<file path="src/rtl/uart_rx.sv">
// uart_rx: memory-mapped 8N1 UART receiver.
// Two-flop input synchronizer, oversampling bit FSM with a down-counter,
// a small circular receive FIFO, and three word registers
// (RXDATA / STATUS / CTRL) with a level interrupt while data is pending.
module uart_rx #(
    parameter int          CLKS_PER_BIT = 868,
    parameter int          FIFO_DEPTH   = 8,
    parameter logic [31:0] BASE_ADDR    = 32'h2000_0100
) (
    input  logic        clk,
    input  logic        rst,
    input  logic        rx,
    input  logic [31:0] addr,
    input  logic [31:0] write_data,
    input  logic        write_enable,
    input  logic        read_enable,
    output logic [31:0] read_data,
    output logic        rx_valid,
    output logic        rx_interrupt
);

    localparam int CW = $clog2(CLKS_PER_BIT);
    localparam int AW = $clog2(FIFO_DEPTH);
    localparam int NW = AW + 1;

    localparam logic [CW-1:0] FULL_M1 = CW'(CLKS_PER_BIT - 1);
    localparam logic [CW-1:0] HALF_M1 = CW'(CLKS_PER_BIT / 2 - 1);
    localparam logic [NW-1:0] DEPTH_N = NW'(FIFO_DEPTH);

    localparam logic [31:0] A_DATA = BASE_ADDR;
    localparam logic [31:0] A_STAT = BASE_ADDR + 32'h4;
    localparam logic [31:0] A_CTRL = BASE_ADDR + 32'h8;

    typedef enum logic [1:0] {S_IDLE, S_START, S_DATA, S_STOP} state_e;

    // receiver state
    logic          rx_meta_q, rx_s_q;
    state_e        state_q, state_d;
    logic [CW-1:0] cnt_q, cnt_d;
    logic [2:0]    bidx_q, bidx_d;
    logic [7:0]    shreg_q, shreg_d;

    // FIFO and register state
    logic [7:0]    mem_q [FIFO_DEPTH];
    logic [AW-1:0] wptr_q, wptr_d, rptr_q, rptr_d;
    logic [NW-1:0] count_q, count_d;
    logic          ovr_q, ovr_d, ferr_q, ferr_d, irq_en_q, irq_en_d, irq_q;

    // strobes
    logic push_req, ferr_set, push, pop, ovr_set, full, empty;
    logic hit_data, hit_stat, hit_ctrl;
    logic [4:0] cnt5;
    logic wd_unused;

    assign wd_unused = ^{write_data[31:4], write_data[1]};

    // two-flop synchronizer; idles high so reset cannot fake a start bit
    always_ff @(posedge clk) begin
        if (!rst) begin
            rx_meta_q <= 1'b1;
            rx_s_q    <= 1'b1;
        end else begin
            rx_meta_q <= rx;
            rx_s_q    <= rx_meta_q;
        end
    end

    // FSM state register together with its bit counter and shift register
    always_ff @(posedge clk) begin
        if (!rst) begin
            state_q <= S_IDLE;
            cnt_q   <= '0;
            bidx_q  <= '0;
            shreg_q <= '0;
        end else begin
            state_q <= state_d;
            cnt_q   <= cnt_d;
            bidx_q  <= bidx_d;
            shreg_q <= shreg_d;
        end
    end

    // next-state: each phase counts down and acts on the cycle cnt is 0
    always_comb begin
        state_d = state_q;
        cnt_d   = cnt_q;
        bidx_d  = bidx_q;
        shreg_d = shreg_q;
        case (state_q)
            S_IDLE: begin
                if (!rx_s_q) begin
                    cnt_d   = HALF_M1;
                    state_d = S_START;
                end
            end
            S_START: begin
                if (cnt_q != '0) begin
                    cnt_d = cnt_q - CW'(1);
                end else if (!rx_s_q) begin
                    cnt_d   = FULL_M1;
                    bidx_d  = 3'd0;
                    state_d = S_DATA;
                end else begin
                    // line back high at mid-bit: glitch, not a start bit
                    state_d = S_IDLE;
                end
            end
            S_DATA: begin
                if (cnt_q != '0) begin
                    cnt_d = cnt_q - CW'(1);
                end else begin
                    shreg_d = {rx_s_q, shreg_q[7:1]};
                    cnt_d   = FULL_M1;
                    bidx_d  = bidx_q + 3'd1;
                    if (bidx_q == 3'd7) state_d = S_STOP;
                end
            end
            S_STOP: begin
                if (cnt_q != '0) cnt_d = cnt_q - CW'(1);
                else             state_d = S_IDLE;
            end
            default: state_d = S_IDLE;
        endcase
    end

    // FSM outputs: completed frame either delivers a byte or a framing error
    always_comb begin
        push_req = 1'b0;
        ferr_set = 1'b0;
        if (state_q == S_STOP && cnt_q == '0) begin
            push_req = rx_s_q;
            ferr_set = !rx_s_q;
        end
    end

    // bus decode, FIFO control and register next-state
    always_comb begin
        hit_data = (addr == A_DATA);
        hit_stat = (addr == A_STAT);
        hit_ctrl = (addr == A_CTRL);
        rx_valid = read_enable & (hit_data | hit_stat | hit_ctrl);

        empty   = (count_q == '0);
        full    = (count_q == DEPTH_N);
        pop     = read_enable & hit_data & !empty;
        // a full FIFO still takes the byte when a pop frees a slot this cycle
        push    = push_req & (!full | pop);
        ovr_set = push_req & full & !pop;

        wptr_d  = push ? wptr_q + AW'(1) : wptr_q;
        rptr_d  = pop  ? rptr_q + AW'(1) : rptr_q;
        count_d = count_q;
        if (push && !pop)      count_d = count_q + NW'(1);
        else if (pop && !push) count_d = count_q - NW'(1);

        // write-one-to-clear first so a same-cycle set event overrides it
        ovr_d  = ovr_q;
        ferr_d = ferr_q;
        if (write_enable && hit_stat && write_data[2]) ovr_d  = 1'b0;
        if (write_enable && hit_stat && write_data[3]) ferr_d = 1'b0;
        if (ovr_set)  ovr_d  = 1'b1;
        if (ferr_set) ferr_d = 1'b1;

        irq_en_d = irq_en_q;
        if (write_enable && hit_ctrl) irq_en_d = write_data[0];
    end

    // combinational read mux; STATUS reflects the pre-update register values
    always_comb begin
        cnt5      = 5'(count_q);
        read_data = '0;
        if (read_enable) begin
            if (hit_data && !empty)
                read_data = {24'b0, mem_q[rptr_q]};
            else if (hit_stat)
                read_data = {23'b0, cnt5, ferr_q, ovr_q, full, !empty};
            else if (hit_ctrl)
                read_data = {31'b0, irq_en_q};
        end
    end

    // FIFO pointers, flags, control and the registered interrupt
    always_ff @(posedge clk) begin
        if (!rst) begin
            wptr_q   <= '0;
            rptr_q   <= '0;
            count_q  <= '0;
            ovr_q    <= 1'b0;
            ferr_q   <= 1'b0;
            irq_en_q <= 1'b0;
            irq_q    <= 1'b0;
        end else begin
            wptr_q   <= wptr_d;
            rptr_q   <= rptr_d;
            count_q  <= count_d;
            ovr_q    <= ovr_d;
            ferr_q   <= ferr_d;
            irq_en_q <= irq_en_d;
            irq_q    <= irq_en_q & (count_q != '0);
        end
    end

    // FIFO storage; contents are don't-care until written
    always_ff @(posedge clk) begin
        if (push) mem_q[wptr_q] <= shreg_q;
    end

    assign rx_interrupt = irq_q;

endmodule

</file>
<file path="config.mk">
export PLATFORM = sky130hd
export DESIGN_NAME = uart_rx
export DESIGN_NICKNAME = d
export VERILOG_FILES = /design/src/rtl/uart_rx.sv
export SDC_FILE = /design/constraint.sdc
export NUM_CORES = 1
export LEC_CHECK = 0
export ABC_CLOCK_PERIOD_IN_PS = 4350
export CELL_PAD_IN_SITES_DETAIL_PLACEMENT = 0
export CELL_PAD_IN_SITES_GLOBAL_PLACEMENT = 1
export CORE_AREA = 2 2 115 117
export CTS_BUF_LIST = sky130_fd_sc_hd__clkbuf_8 sky130_fd_sc_hd__clkbuf_16
export DETAILED_ROUTE_END_ITERATION = 10
export DIE_AREA = 0 0 117 119
export PLACE_DENSITY_LB_ADDON = 0.2
export SYNTH_ARGS = -nofsm -noshare
export SYNTH_HDL_FRONTEND = slang
export SYNTH_SLANG_ARGS = --single-unit
</file>
<file path="constraint.sdc">
create_clock -name clk -period 4.35 [get_ports clk]
set_input_delay 0.87 -clock clk [delete_from_list [all_inputs] [get_ports clk]]
set_output_delay 0.87 -clock clk [all_outputs]
set_load 0.02 [all_outputs]
</file>
==> Yosys cells after proc, flatten, opt, wreduce, memory -nomap -nowiden <==
Memory sizes are Yosys's and may differ from the RTL's. A register that Yosys moved wholly into a read port is not among the register bits.
Index checks and enable logic that the tools add are counted.
{ "op_classes": {"muxes": 33, "eq_ne": 16, "add_sub_neg": 6, "reduce_logical": 26, "bitwise_logic": 11} }
{ "op_table": {"columns": ["op", "count"], "rows": [
  ["== test 32 x 30 -> 1 bit (second input constant)", 3],
  ["two-way mux 10 bit", 5],
  ["one-hot mux 10 bit (4 select lines)", 1],
  ["two-way mux 8 bit", 3],
  ["two-way mux 3 bit", 5],
  ["!= test 2 bit (second input constant)", 7],
  ["two-way mux 2 bit", 6],
  ["logical NOT 10 bit", 1],
  ["nonzero test 10 bit", 1],
  ["subtractor 10 x 1 -> 10 bit (second input constant)", 1],
  ["adder 3 x 1 -> 3 bit (second input constant)", 3],
  ["two-way mux 1 bit", 9],
  ["logical AND 1 bit", 8],
  ["two-way mux 4 bit", 2],
  ["one-hot mux 2 bit (4 select lines)", 1],
  ["nonzero test 2 bit", 4],
  ["bitwise AND 1 bit", 7],
  ["one-hot mux 3 bit (2 select lines)", 1],
  ["logical NOT 1 bit", 5],
  ["AND reduction 5 bit", 1],
  ["adder 4 x 1 -> 4 bit (second input constant)", 1],
  ["== test 2 bit (second input constant)", 2],
  ["== test 4 bit (second input constant)", 1],
  ["logical NOT 4 bit", 1],
  ["11 further kinds", 13]
]} }
{ "totals": {"mem_count": 1, "out_inout_bits": 34, "reg_bits": 39, "word_cells": 106, "in_bits": 69, "ram_bits": 64} }
{ "memory_table": {"columns": ["name", "depth", "word_bits", "read_ports", "rd_ports_with_merged_regs", "write_ports", "line", "rtl"], "rows": [
  ["mem_q", 8, 8, 1, 1, 1, "44", "logic [7:0] mem_q [FIFO_DEPTH];"]
]} }

==> Depth between registers and ports, before layout <==
Gate-level depths: netlist of the first run.
{ "logic_depth": {"word_depth": 9, "ltp_mapped": 15, "depth_no_buf": 15} }

==> Worst setup path after synthesis of the first run <==
Ideal clock, no wire load.
{ "synth_path": {"path_type": "input to register", "start": "input addr[19]", "end": "register count_q[3]", "n_path_buf": 0, "setup_ns": 0.070, "cell_stages": 13, "slack_ns": 0.911, "arrival_ns": 3.369, "t_required_ns": 4.280, "cell_sequence": "nor4_1 -> nand4_1 -> nor4_1 -> nor2_1 -> inv_1 -> ha_1 -> inv_1 -> ha_1 -> a21o_1 -> a21oi_1 -> xnor2_1 -> or3_1 -> a21oi_1"} }
{ "synth_between": {"elab_chain_len": 8, "elab_cells_between_ends": 11, "cone_classes": "1 x eq/ne; 1 x mux; 4 x bitwise; 5 x reduce/logical"} }
{ "synth_lines": {"columns": ["element", "line", "rtl"], "rows": [
  ["from (decl)", "13", "input logic [31:0] addr,"],
  ["== test 32 x 30 -> 1 bit *", "138", "hit_data = (addr == A_DATA);"],
  ["bitwise AND 1 bit * (2 in a row)", "145", "pop = read_enable & hit_data & !empty;"],
  ["bitwise OR 1 bit *", "147", "push = push_req & (!full | pop);"],
  ["bitwise AND 1 bit *", "147", null],
  ["net push", "50", "logic push_req, ferr_set, push, pop, ovr_set, full, empty;"],
  ["logical NOT 1 bit", "154", "else if (pop && !push) count_d = count_q - NW'(1);"],
  ["logical AND 1 bit", "154", null],
  ["nonzero test 2 bit (no source line)", null, null],
  ["to (signal assigned)", "195", "count_q <= count_d;"],
  ["to (decl)", "46", "logic [NW-1:0] count_q, count_d;"]
]} }
The timed path passes the listed nets; every way through them passes the cells marked *.
A chain may end at the register's enable or synchronous reset.

==> Final worst setup path of the first run <==
{ "layout_path": {"start": "input addr[15]", "end": "output read_data[3]"} }
{ "layout_between": {"elab_chain_len": 4, "elab_cells_between_ends": 6, "cone_classes": "2 x eq/ne; 3 x mux; 1 x reduce/logical"} }
{ "layout_lines": {"columns": ["element", "line", "rtl"], "rows": [
  ["== test 32 x 30 -> 1 bit, on equally long branches", "139, 138", null],
  ["two-way mux 8 bit or logical AND 1 bit (tied branches)", "175, 173", null],
  ["two-way mux 8 bit *", "173", "if (hit_data && !empty)"],
  ["two-way mux 8 bit *", "172", "if (read_enable) begin"],
  ["to (decl)", "17", "output logic [31:0] read_data,"]
]} }
Every way passes the cells marked *; elsewhere a longest branch is shown, timed or not.

==> run_results.csv, run 1 <==
group,metric,value,unit
status,status,"complete, no violations",
sta,setup_viol,0,
global_route,grt_max_degree,30,
synth,synth_top_family_by_area,"simple AND/OR/NAND/NOR gates",
sta,slew_headroom,0.2763,
place,placed_cells,667,
setup_path,cp_max_fo,7,
setup_path,cp-end-kind,"output pin",
place,portBuffers,49,
min_path,min_to,"rx_s_q",
cts,clock_latency,350,ps
setup_path,crit_arrival,3240,ps
synth,ys_types,56,
cells_and_area,fin_cells,685,
pwr,p_per_area,368.6,nW/um^2
setup_path,regToRegStartpoint,"cnt_q[0]",
cts,cts_sinks,106,
pwr,peakVddDrop,0.1967,mV
sta,rsz0062_at_grt,"no",
synth,synth_most_common_cell,"edfxtp_1",
synth,synthAdderAreaFrac,0.03823,
setup_path,critPathLaunchType,"input pin",
routing,totalWireLength,10830,um
cells_and_area,seq_area,2763,sq um
min_path,hp-class,"reg -> reg",
synth,synth_ff_type,"edfxtp_1",
setup_path,worstSetupPathType,"in -> out",
sta,min_period_over_period,0.9456,
synth,synth-compound-area-share,0.08331,
sta,fin_tns_setup,0,ps
synth,syn_area,5106,sq um
cells_and_area,fillers,1161,
global_route,antenna_found_initial,0,
cts,cts_tree,"done",
pwr,power,0.002244,W
sta,fin_skew,7.613,ps
cts,cts_buffers,9,
global_route,grt_pass1_wl,17570,um
die,ioPinCount,103,
routing,drt_iter0_drc,136,
die,coreArea,12870,sq um
sta,tightest_slew,1084,ps
cells_and_area,antennaDiodeCount,0,
cells_and_area,fin_util,0.4729,
global_route,gr-total-overflow,0,
cts,clock-root-buffer,"clkbuf_16",
synth,yosys_warnings,0,
global_route,grt_pass1_vias,3434,
job,maxCapViolations,0,
synth,synth_edf_count,64,
place,dp_hpwl,7774,um
synth,yosys-top-cells-count,"64 x edfxtp_1, 42 x dfxtp_1, 39 x nand2_1, 31 x a21oi_1, 28 x nor2_1",
setup_path,rr_endpoint,"count_q[3]",
cts,cts.path.max_buffers,2,
synth,yosys.area_share.simple,0.1737,
sta,finalCriticalPeriod,4113,ps
global_route,grt_usage,0.1679,
synth,synth.avg_cell_area,11.53,sq um
die,die_x,117,um
routing,drc_errors,0,
routing,vias,3481,
cells_and_area,multi_input_area,2143,sq um
synth,synth_top_area_share,0.3764,
die,start_util,0.3966,
routing,ant_nets,0,
die,rows,42,
sta,slew_violations,0,
setup_path,critPathMaxStageDelay,640,ps
setup_path,cp_cell_sequence,"clkdlybuf4s50_1 > nor4_1 > and4_1 > and3_1 > nand2_1 > o21ai_0 > clkdlybuf4s50_1",
sta,hold_violations,0,
cts,h-tree-depth,3,
cells_and_area,fin_nets,588,
pwr,leakagePower,2.065,nW
routing,vias_per_cell,5.082,
routing,wl_per_cell,15.81,um
die,die_y,119,um
min_path,hold_start,"rx_meta_q",
synth,synth_cells,443,
min_path,holdPathStages,1,
cells_and_area,syn_to_final_growth,19.24,%
place,routabilityCongestion,0.8256,
synth,synth_top_area_cell,"edfxtp_1",
setup_path,worstPathRequired,3480,ps
synth,async_reset_ff_frac,0,
synth,synthTopCellsByArea,"edfxtp_1 38%, dfxtp_1 16%, mux4_2 7.1%",
sta,fmaxAchievable,243.1,MHz
synth,synthMuxAreaShare,0.09826,
setup_path,timing.critical_path.mode_cell,"clkdlybuf4s50_1",
routing,dr.pass1.iters,5,
cts,ctsHoldBuffers,0,
setup_path,worstRegToRegCells,15,
cts,cts-resized-gates,0,
synth,synth-xor-area-share,0.008576,
die,die_area,13920,sq um
synth,synth-seq-cells,106,
cts,clkTransAtPathRegs,70,ps
setup_path,cp_slowest_cell,"clkdlybuf4s50_1",
cells_and_area,drive_above_1_share,0.1139,
synth,ys_seq_area_frac,0.5410,
setup_path,timing.reg2reg.setup_slack,950,ps
## cell usage in the layout (no fill, tap or decap), types with 4 or more instances in the layout
cell	count
edfxtp_1	64
clkdlybuf4s50_1	49
dfxtp_1	42
nand2_1	39
a21oi_1	31
nor2_1	28
o21ai_0	24
conb_1	24
buf_4	18
mux4_2	16
ha_1	14
nor4_1	13
mux2i_1	13
nand3_1	13
inv_1	12
nand4_1	10
nor3_1	9
clkbuf_16	9
nor4b_1	7
nand2b_1	6
or3_1	5
and2_1	4
o31ai_1	4
## through the flow
step                      cell area, sq um  setup slack, ps  hold slack [ps]
after floorplan                       5192            910.6            386.3
after global placement                5778            197.2            395.7
after detailed placement              5778            240.3            396.9
after CTS                             6073            240.3            414.1
after global routing                  6088            39.84            443.8
final                                 6088            236.7            408.3
## flip-flops by register name (all words and copies together) (netlist names), named ones only
name          cells
mem_q            64
cnt_q            10
shreg_q           8
count_q           4
bidx_q            3
rptr_q            3
wptr_q            3
ferr_q            1
irq_en_q          1
ovr_q             1
rx_interrupt      1
rx_meta_q         1
rx_s_q            1
state_q           1
## report_power, final
part | leakage (nW) | internal (W) | switching [W]
combinational | 0.980 | 0.000137 | 0.000210
sequential | 0.933 | 0.00107 | 0.0000233
clock | 0.152 | 0.000447 | 0.000356
## worst max-delay path by stage
stage,startpoint,end,slack (ps),cells after the start
after detailed placement,addr[9],count_q[3],240,14
after floorplan,addr[19],count_q[3],910,13
final,addr[15],read_data[3],240,7
after global placement,addr[24],read_data[3],200,7
after global routing,addr[31],read_data[1],40,7
after CTS,addr[17],read_data[3],240,7
## layer usage
layer | track usage | wire (um) | vias up | part of all wire
met5 | 0 | 0 | - | 0
met2 | 0.2706 | 5378 | 54 | 0.50
met3 | 0.03410 | 349 | 8 | 0.032
met4 | 0.06985 | 96 | 0 | 0.0089
met1 | 0.2196 | 5004 | 1680 | 0.46
li1 | - | - | 1739 | -
## cell type report
type | count | share of cell area
clock buffers | 9 | 0.03699
multi-input cells | 309 | 0.3520
inverters | 11 | 0.006782
repair buffers | 67 | 0.1028
well taps | 176 | 0.03617
flip-flops and latches | 106 | 0.4538
clock inverters | 7 | 0.01151
## what timing repair did
item / CTS / global route
endpoints found under the setup margin: 0 / 2
setup buffers: 0 / 2
endpoints found under the hold margin: 0 / 0
## logic make-up (layout without fill, tap and decap cells)
kind of cell,Yosys count,count (layout)
xor+xnor,5,5
compound gates,75,75
other cells,1,24
flops,106,106
buf+inv,51,94
simple gates,160,160
mux,30,30
fa+ha+maj,15,15
## critical path, delay by kind of cell
kind,cells,cell delay [ps]
AOI/OAI and AO/OA,1,90
and+or+nand+nor,4,1240
buffers and inverters,2,1060
(Power assumes the default switching activity.)
==> run 2: changes to the inputs <==
--- a/config.mk
+++ b/config.mk
@@ -13,6 +13,7 @@
 export DETAILED_ROUTE_END_ITERATION = 10
 export DIE_AREA = 0 0 117 119
 export PLACE_DENSITY_LB_ADDON = 0.2
+export SETUP_SLACK_MARGIN = 0.1
 export SYNTH_ARGS = -nofsm -noshare
 export SYNTH_HDL_FRONTEND = slang
 export SYNTH_SLANG_ARGS = --single-unit
==> run 2 against run 1 <==
  * Utilization is 0.19 points higher
  * Global-route usage is the same
  * Largest cell class unchanged
  * Critical endpoint is now read_data[1]
  * Flip-flop and latch count unchanged
  * Critical path type unchanged
  * Wire length increased by 1.5%
  * Setup slack better by 120 ps
  * Sequential power about the same
==> run_results.csv, run 2 (same netlist as run 1, synthesis figures left out) <==
group,metric,value,unit
die,die_x,117,um
sta,fin_tns_setup,0,ps
pwr,power,0.002253,W
die,die_area,13920,sq um
sta,hold_violations,0,
pwr,p_per_area,368.5,nW/um^2
sta,finalCriticalPeriod,3996,ps
routing,ant_nets,0,
cells_and_area,layout_commonest_cell,"edfxtp_1",
global_route,grt_pass1_wl,17570,um
routing,drt_iter0_drc,150,
cells_and_area,largest_registers,"mem_q: 64 flops, cnt_q: 10 flops, shreg_q: 8 flops",
die,ioPinCount,103,
routing,vias,3475,
die,rows,42,
cells_and_area,largest_reg_flops,64,
cts,cts.path.max_buffers,2,
setup_path,critPathLaunchType,"input pin",
sta,slew_violations,0,
sta,tightest_slew,1076,ps
die,die_y,119,um
global_route,antenna_found_initial,0,
cts,h-tree-depth,3,
cells_and_area,drive_above_1_share,0.1218,
cts,clock-root-buffer,"clkbuf_16",
global_route,gr-total-overflow,0,
setup_path,cp-end-kind,"output pin",
job,maxCapViolations,0,
die,coreArea,12870,sq um
sta,slew_headroom,0.2817,
sta,min_period_over_period,0.9187,
global_route,grt_max_degree,30,
place,routabilityCongestion,0.8256,
cells_and_area,regMostFlops,"mem_q",
sta,setup_viol,0,
place,portBuffers,49,
routing,totalWireLength,10990,um
setup_path,cp_max_fo,11,
cells_and_area,antennaDiodeCount,0,
sta,fmaxAchievable,250.2,MHz
sta,fin_skew,8.292,ps
pwr,peakVddDrop,0.1985,mV
cells_and_area,syn_to_final_growth,19.73,%
routing,dr.pass1.iters,4,
status,status,"complete, no violations",
cells_and_area,fin_util,0.4748,
cells_and_area,layout_common_cells,"64 x edfxtp_1, 49 x clkdlybuf4s50_1, 42 x dfxtp_1, 39 x nand2_1, 31 x a21oi_1",
cts,clock_latency,360,ps
setup_path,crit_arrival,3130,ps
cells_and_area,fillers,1159,
global_route,grt_usage,0.1679,
cts,cts_sinks,106,
routing,wl_per_cell,16.04,um
place,dp_hpwl,7774,um
die,start_util,0.3966,
cells_and_area,fin_nets,588,
cts,clkTransAtPathRegs,70,ps
global_route,grt_pass1_vias,3434,
pwr,leakagePower,2.068,nW
routing,vias_per_cell,5.073,
setup_path,worstSetupPathType,"in -> out",
cts,ctsHoldBuffers,0,
routing,drc_errors,0,
sta,rsz0062_at_grt,"no",
cts,cts_buffers,9,
min_path,hp-class,"reg -> reg",
setup_path,worstPathRequired,3480,ps
cts,cts_tree,"done",
## run 2: cell counts in the layout (fill, tap and decap cells not counted)
Identical to the previous run, type by type.
## run 2: through the flow
step	setup slack, ps	instance area [sq um]	cells	hold WS [ps]
floorplan	910.6	5192	466	386.3
global placement	197.2	5778	667	395.7
detailed placement	240.3	5778	667	396.9
CTS	240.3	6073	683	414.1
global route	134.8	6113	685	443.8
finish	353.8	6113	685	407.7
## run 2: final timing paths
path / slack [ps] / cells past startpoint / from / endpoint
worst max-delay path: 350 / 7 / addr[24] / read_data[1]
worst max register to register: 960 / 15 / cnt_q[0] / count_q[3]
worst min register to register: 410 / 1 / rx_meta_q / rx_s_q
worst min-delay path: 410 / 1 / rx_meta_q / rx_s_q
## run 2: area by class of cell
| class | instances | area (sq um) | share of cell area |
|---|---|---|---|
| sequential | 106 | 2763 | 0.4519 |
| multi-input combinational | 309 | 2168 | 0.3547 |
| timing repair buffer | 67 | 625.6 | 0.1023 |
| clock buffer | 9 | 225.2 | 0.03684 |
| tap | 176 | 220.2 | 0.03602 |
| clock inverter | 7 | 70.07 | 0.01146 |
| inverter | 11 | 41.29 | 0.006754 |
## run 2: what timing repair did
| action | in CTS | in global routing |
|---|---|---|
| setup buffers | 0 | 2 |
| gates resized for setup | 0 | 4 |
| setup endpoints to repair | 0 | 7 |
## run 2: per-layer routing
| layer | share of wire | global-route usage | up-vias |
|---|---|---|---|
| met5 | 0 | 0 | - |
| met2 | 0.49 | 0.2706 | 47 |
| met1 | 0.46 | 0.2196 | 1675 |
| met3 | 0.033 | 0.03410 | 16 |
| met4 | 0.018 | 0.06985 | 0 |
| li1 | - | - | 1737 |
## run 2: report_power, final
part | switching [W] | total (W) | internal [W]
registers | 0.0000234 | 0.00109 | 0.00107
clock network | 0.000362 | 0.000809 | 0.000447
logic | 0.000212 | 0.000349 | 0.000138
total | 0.000597 | 0.00225 | 0.00166
## run 2: critical path: stages
cell and delay (ps):
clkdlybuf4s50_1 420, nor4_1 350, nand4_1 250, nor3_2 270, inv_2 120, o21ai_0 210
clkdlybuf4s50_1 630
==> run 3: changes to the inputs <==
--- a/config.mk
+++ b/config.mk
@@ -5,13 +5,14 @@
 export SDC_FILE = /design/constraint.sdc
 export NUM_CORES = 1
 export LEC_CHECK = 0
-export ABC_CLOCK_PERIOD_IN_PS = 4350
+export ABC_CLOCK_PERIOD_IN_PS = 3700
 export CELL_PAD_IN_SITES_DETAIL_PLACEMENT = 0
 export CELL_PAD_IN_SITES_GLOBAL_PLACEMENT = 1
 export CORE_AREA = 2 2 115 117
 export CTS_BUF_LIST = sky130_fd_sc_hd__clkbuf_8 sky130_fd_sc_hd__clkbuf_16
 export DETAILED_ROUTE_END_ITERATION = 10
 export DIE_AREA = 0 0 117 119
+export HOLD_SLACK_MARGIN = 0.12
 export PLACE_DENSITY_LB_ADDON = 0.2
 export SETUP_SLACK_MARGIN = 0.1
 export SYNTH_ARGS = -nofsm -noshare
==> constraint.sdc (replaced) <==
create_clock -name clk -period 3.7 [get_ports clk]
set_input_delay 0.74 -clock clk [delete_from_list [all_inputs] [get_ports clk]]
set_output_delay 0.74 -clock clk [all_outputs]
set_load 0.02 [all_outputs]
==> run 3 against run 2 <==
  * Clock power up 29%
  * Critical path depth up 8
  * Setup slack worse by 110 ps
  * Combinational power up 21%
  * Total power up 22%
  * Global-route usage up 0.34 points
  * Sequential power up 18%
  * First-iteration DRC count up 4.0%
  * Final area up 2.9%
  * Largest cell class unchanged
  * Largest power group unchanged
==> run_results.csv, run 3 (same netlist as run 1, synthesis figures left out) <==
group,metric,value,unit
cts,cts.path.max_buffers,2,
cells_and_area,layout_common_cells,"64 x edfxtp_1, 42 x dfxtp_1, 40 x clkdlybuf4s50_1, 39 x nand2_1, 37 x buf_4",
routing,drt_iter0_drc,156,
pwr,power,0.002746,W
cells_and_area,fillers,1154,
sta,fmaxAchievable,289.5,MHz
routing,dr.pass1.iters,4,
setup_path,endpoint,"count_q[3]",
pwr,clockPowerShare,0.378,
cts,cts_sinks,106,
die,rows,42,
sta,fin_skew,10.63,ps
cts,h-tree-depth,3,
pwr,peakVddDrop,0.2639,mV
sta,hold_violations,0,
setup_path,path_delay_family,"simple AND/OR/NAND/NOR gates",
routing,vias_per_cell,5.134,
sta,rsz0062_at_grt,"yes",
place,routabilityCongestion,0.8244,
pwr,p_per_area,436.6,nW/um^2
setup_path,cp_cell_sequence,"clkdlybuf4s50_1 > nor4_2 > nand4_1 > buf_4 > nor4_4 > nor2_1 > inv_1 > ha_1 > inv_1 > ha_1 > a21o_1 > a21oi_2 > xnor2_1 > or3_1 > a21oi_1",
die,ioPinCount,103,
global_route,grt_pass1_vias,3505,
cells_and_area,fin_nets,607,
die,die_x,117,um
cts,clock-root-buffer,"clkbuf_16",
global_route,grt_usage,0.1713,
setup_path,cp-end-kind,"flop",
cells_and_area,antennaDiodeCount,0,
sta,setup_viol,0,
global_route,gr-total-overflow,0,
setup_path,crit_buf_inv,4,
pwr,netSwitchingPower,0.0007151,W
min_path,hp-class,"reg -> reg",
die,start_util,0.3966,
setup_path,timing.reg2reg.setup_slack,660,ps
pwr,intPower,0.002031,W
global_route,grt_pass1_wl,18110,um
cells_and_area,layout_commonest_cell,"edfxtp_1",
place,portBuffers,49,
min_path,holdPathStages,1,
sta,slew_headroom,0.3078,
job,maxCapViolations,0,
global_route,antenna_found_initial,0,
pwr,power_frac_seq,0.468,
die,coreArea,12870,sq um
die,die_area,13920,sq um
setup_path,crit_start,"addr[6]",
cells_and_area,syn_to_final_growth,23.18,%
sta,slew_violations,0,
global_route,grt_max_degree,30,
setup_path,regToRegStartpoint,"cnt_q[0]",
routing,wl_per_cell,15.87,um
cells_and_area,largest_reg_flops,64,
die,die_y,119,um
cells_and_area,regMostFlops,"mem_q",
status,status,"complete, no violations",
sta,tightest_slew,1037,ps
cts,clock_latency,350,ps
cells_and_area,drive_above_1_share,0.1705,
setup_path,cp_slowest_cell,"clkdlybuf4s50_1",
cts,cts_tree,"done",
setup_path,cp_max_fo,2,
routing,ant_nets,0,
routing,totalWireLength,11170,um
setup_path,critPathLaunchType,"input pin",
setup_path,worstSetupPathType,"in -> reg",
sta,whs,410.8,ps
routing,drc_errors,0,
cells_and_area,largest_registers,"mem_q: 64 flops, cnt_q: 10 flops, shreg_q: 8 flops",
setup_path,worstPathRequired,3970,ps
setup_path,worstRegToRegCells,16,
setup_path,critPathMaxStageDelay,420,ps
sta,finalCriticalPeriod,3454,ps
pwr,swShare,0.2604,
setup_path,cp_num_cells,15,
pwr,leakagePower,2.222,nW
setup_path,crit_arrival,3720,ps
place,dp_hpwl,8010,um
cts,cts_buffers,9,
cts,clkTransAtPathRegs,70,ps
cells_and_area,fin_util,0.4885,
routing,vias,3614,
setup_path,rr_endpoint,"count_q[3]",
pwr,p_comb_frac,0.153,
sta,min_period_over_period,0.9336,
run 3: layout make-up:
cell class / count / area, sq um / share of cell area
flip-flops and latches: 106 / 2763 / 0.4392
multi-input cells: 309 / 2195 / 0.3489
repair buffers: 86 / 745.7 / 0.1186
clock buffers: 9 / 225.2 / 0.03581
well taps: 176 / 220.2 / 0.03501
clock inverters: 7 / 100.1 / 0.01591
inverters: 11 / 41.29 / 0.006565
run 3: worst register-to-register path: cells and delay by family, from the launching register on:
family | cells | cell delay, ps
AND/OR/NAND/NOR | 5 | 990
adder cells (fa/ha/maj) | 3 | 640
AO/OA/AOI/OAI | 3 | 460
buffers and inverters | 4 | 440
flip-flops | 1 | 340
XOR/XNOR | 1 | 80
run 3: timing repair:
action | 4_1_cts | 5_1_grt
gates resized for setup | 13 | 14
endpoints found under the setup margin | 9 | 5
buffers inserted | 1 | 0
pin swaps | 1 | 2
hold buffers | 0 | 0
run 3: power by group through the flow:
stage | clock (W) | combinational [W] | sequential [W]
after floorplan | 0 | 0.000297 | 0.00130
after global placement | 0 | 0.000411 | 0.00131
after detailed placement | 0 | 0.000415 | 0.00131
after CTS | 0.00106 | 0.000418 | 0.00129
after global routing | 0.00111 | 0.000472 | 0.00129
final | 0.00104 | 0.000421 | 0.00129
run 3: how the worst min path moves through the flow:
stage / start / endpoint / slack (ps)
after floorplan: rx_meta_q / rx_s_q / 390
after global placement: rx_meta_q / rx_s_q / 390
after detailed placement: rx_meta_q / rx_s_q / 400
after CTS: rx_meta_q / rx_s_q / 410
after global routing: rx_meta_q / rx_s_q / 470
final: rx_meta_q / rx_s_q / 410
run 3: routing by layer:
layer  part of all wire  vias to the layer above  track usage
met1               0.46                     1749       0.2250
li1                   -                     1782            -
met4              0.023                        0      0.06544
met2               0.49                       60       0.2782
met3              0.029                       23      0.03410
met5                  0                        -            0
run 3: through the flow:
stage / setup WS, ps / cells / TNS [ps] / cell area (sq um)
6_report: 245.5 / 704 / 0 / 6290
5_1_grt: 52.16 / 704 / 0 / 6290
4_1_cts: 61.69 / 704 / 0 / 6270
3_5_place_dp: -216.1 / 687 / -1190 / 5928
3_3_place_gp: -225.5 / 687 / -1051 / 5928
2_1_floorplan: 390.6 / 466 / 0 / 5192
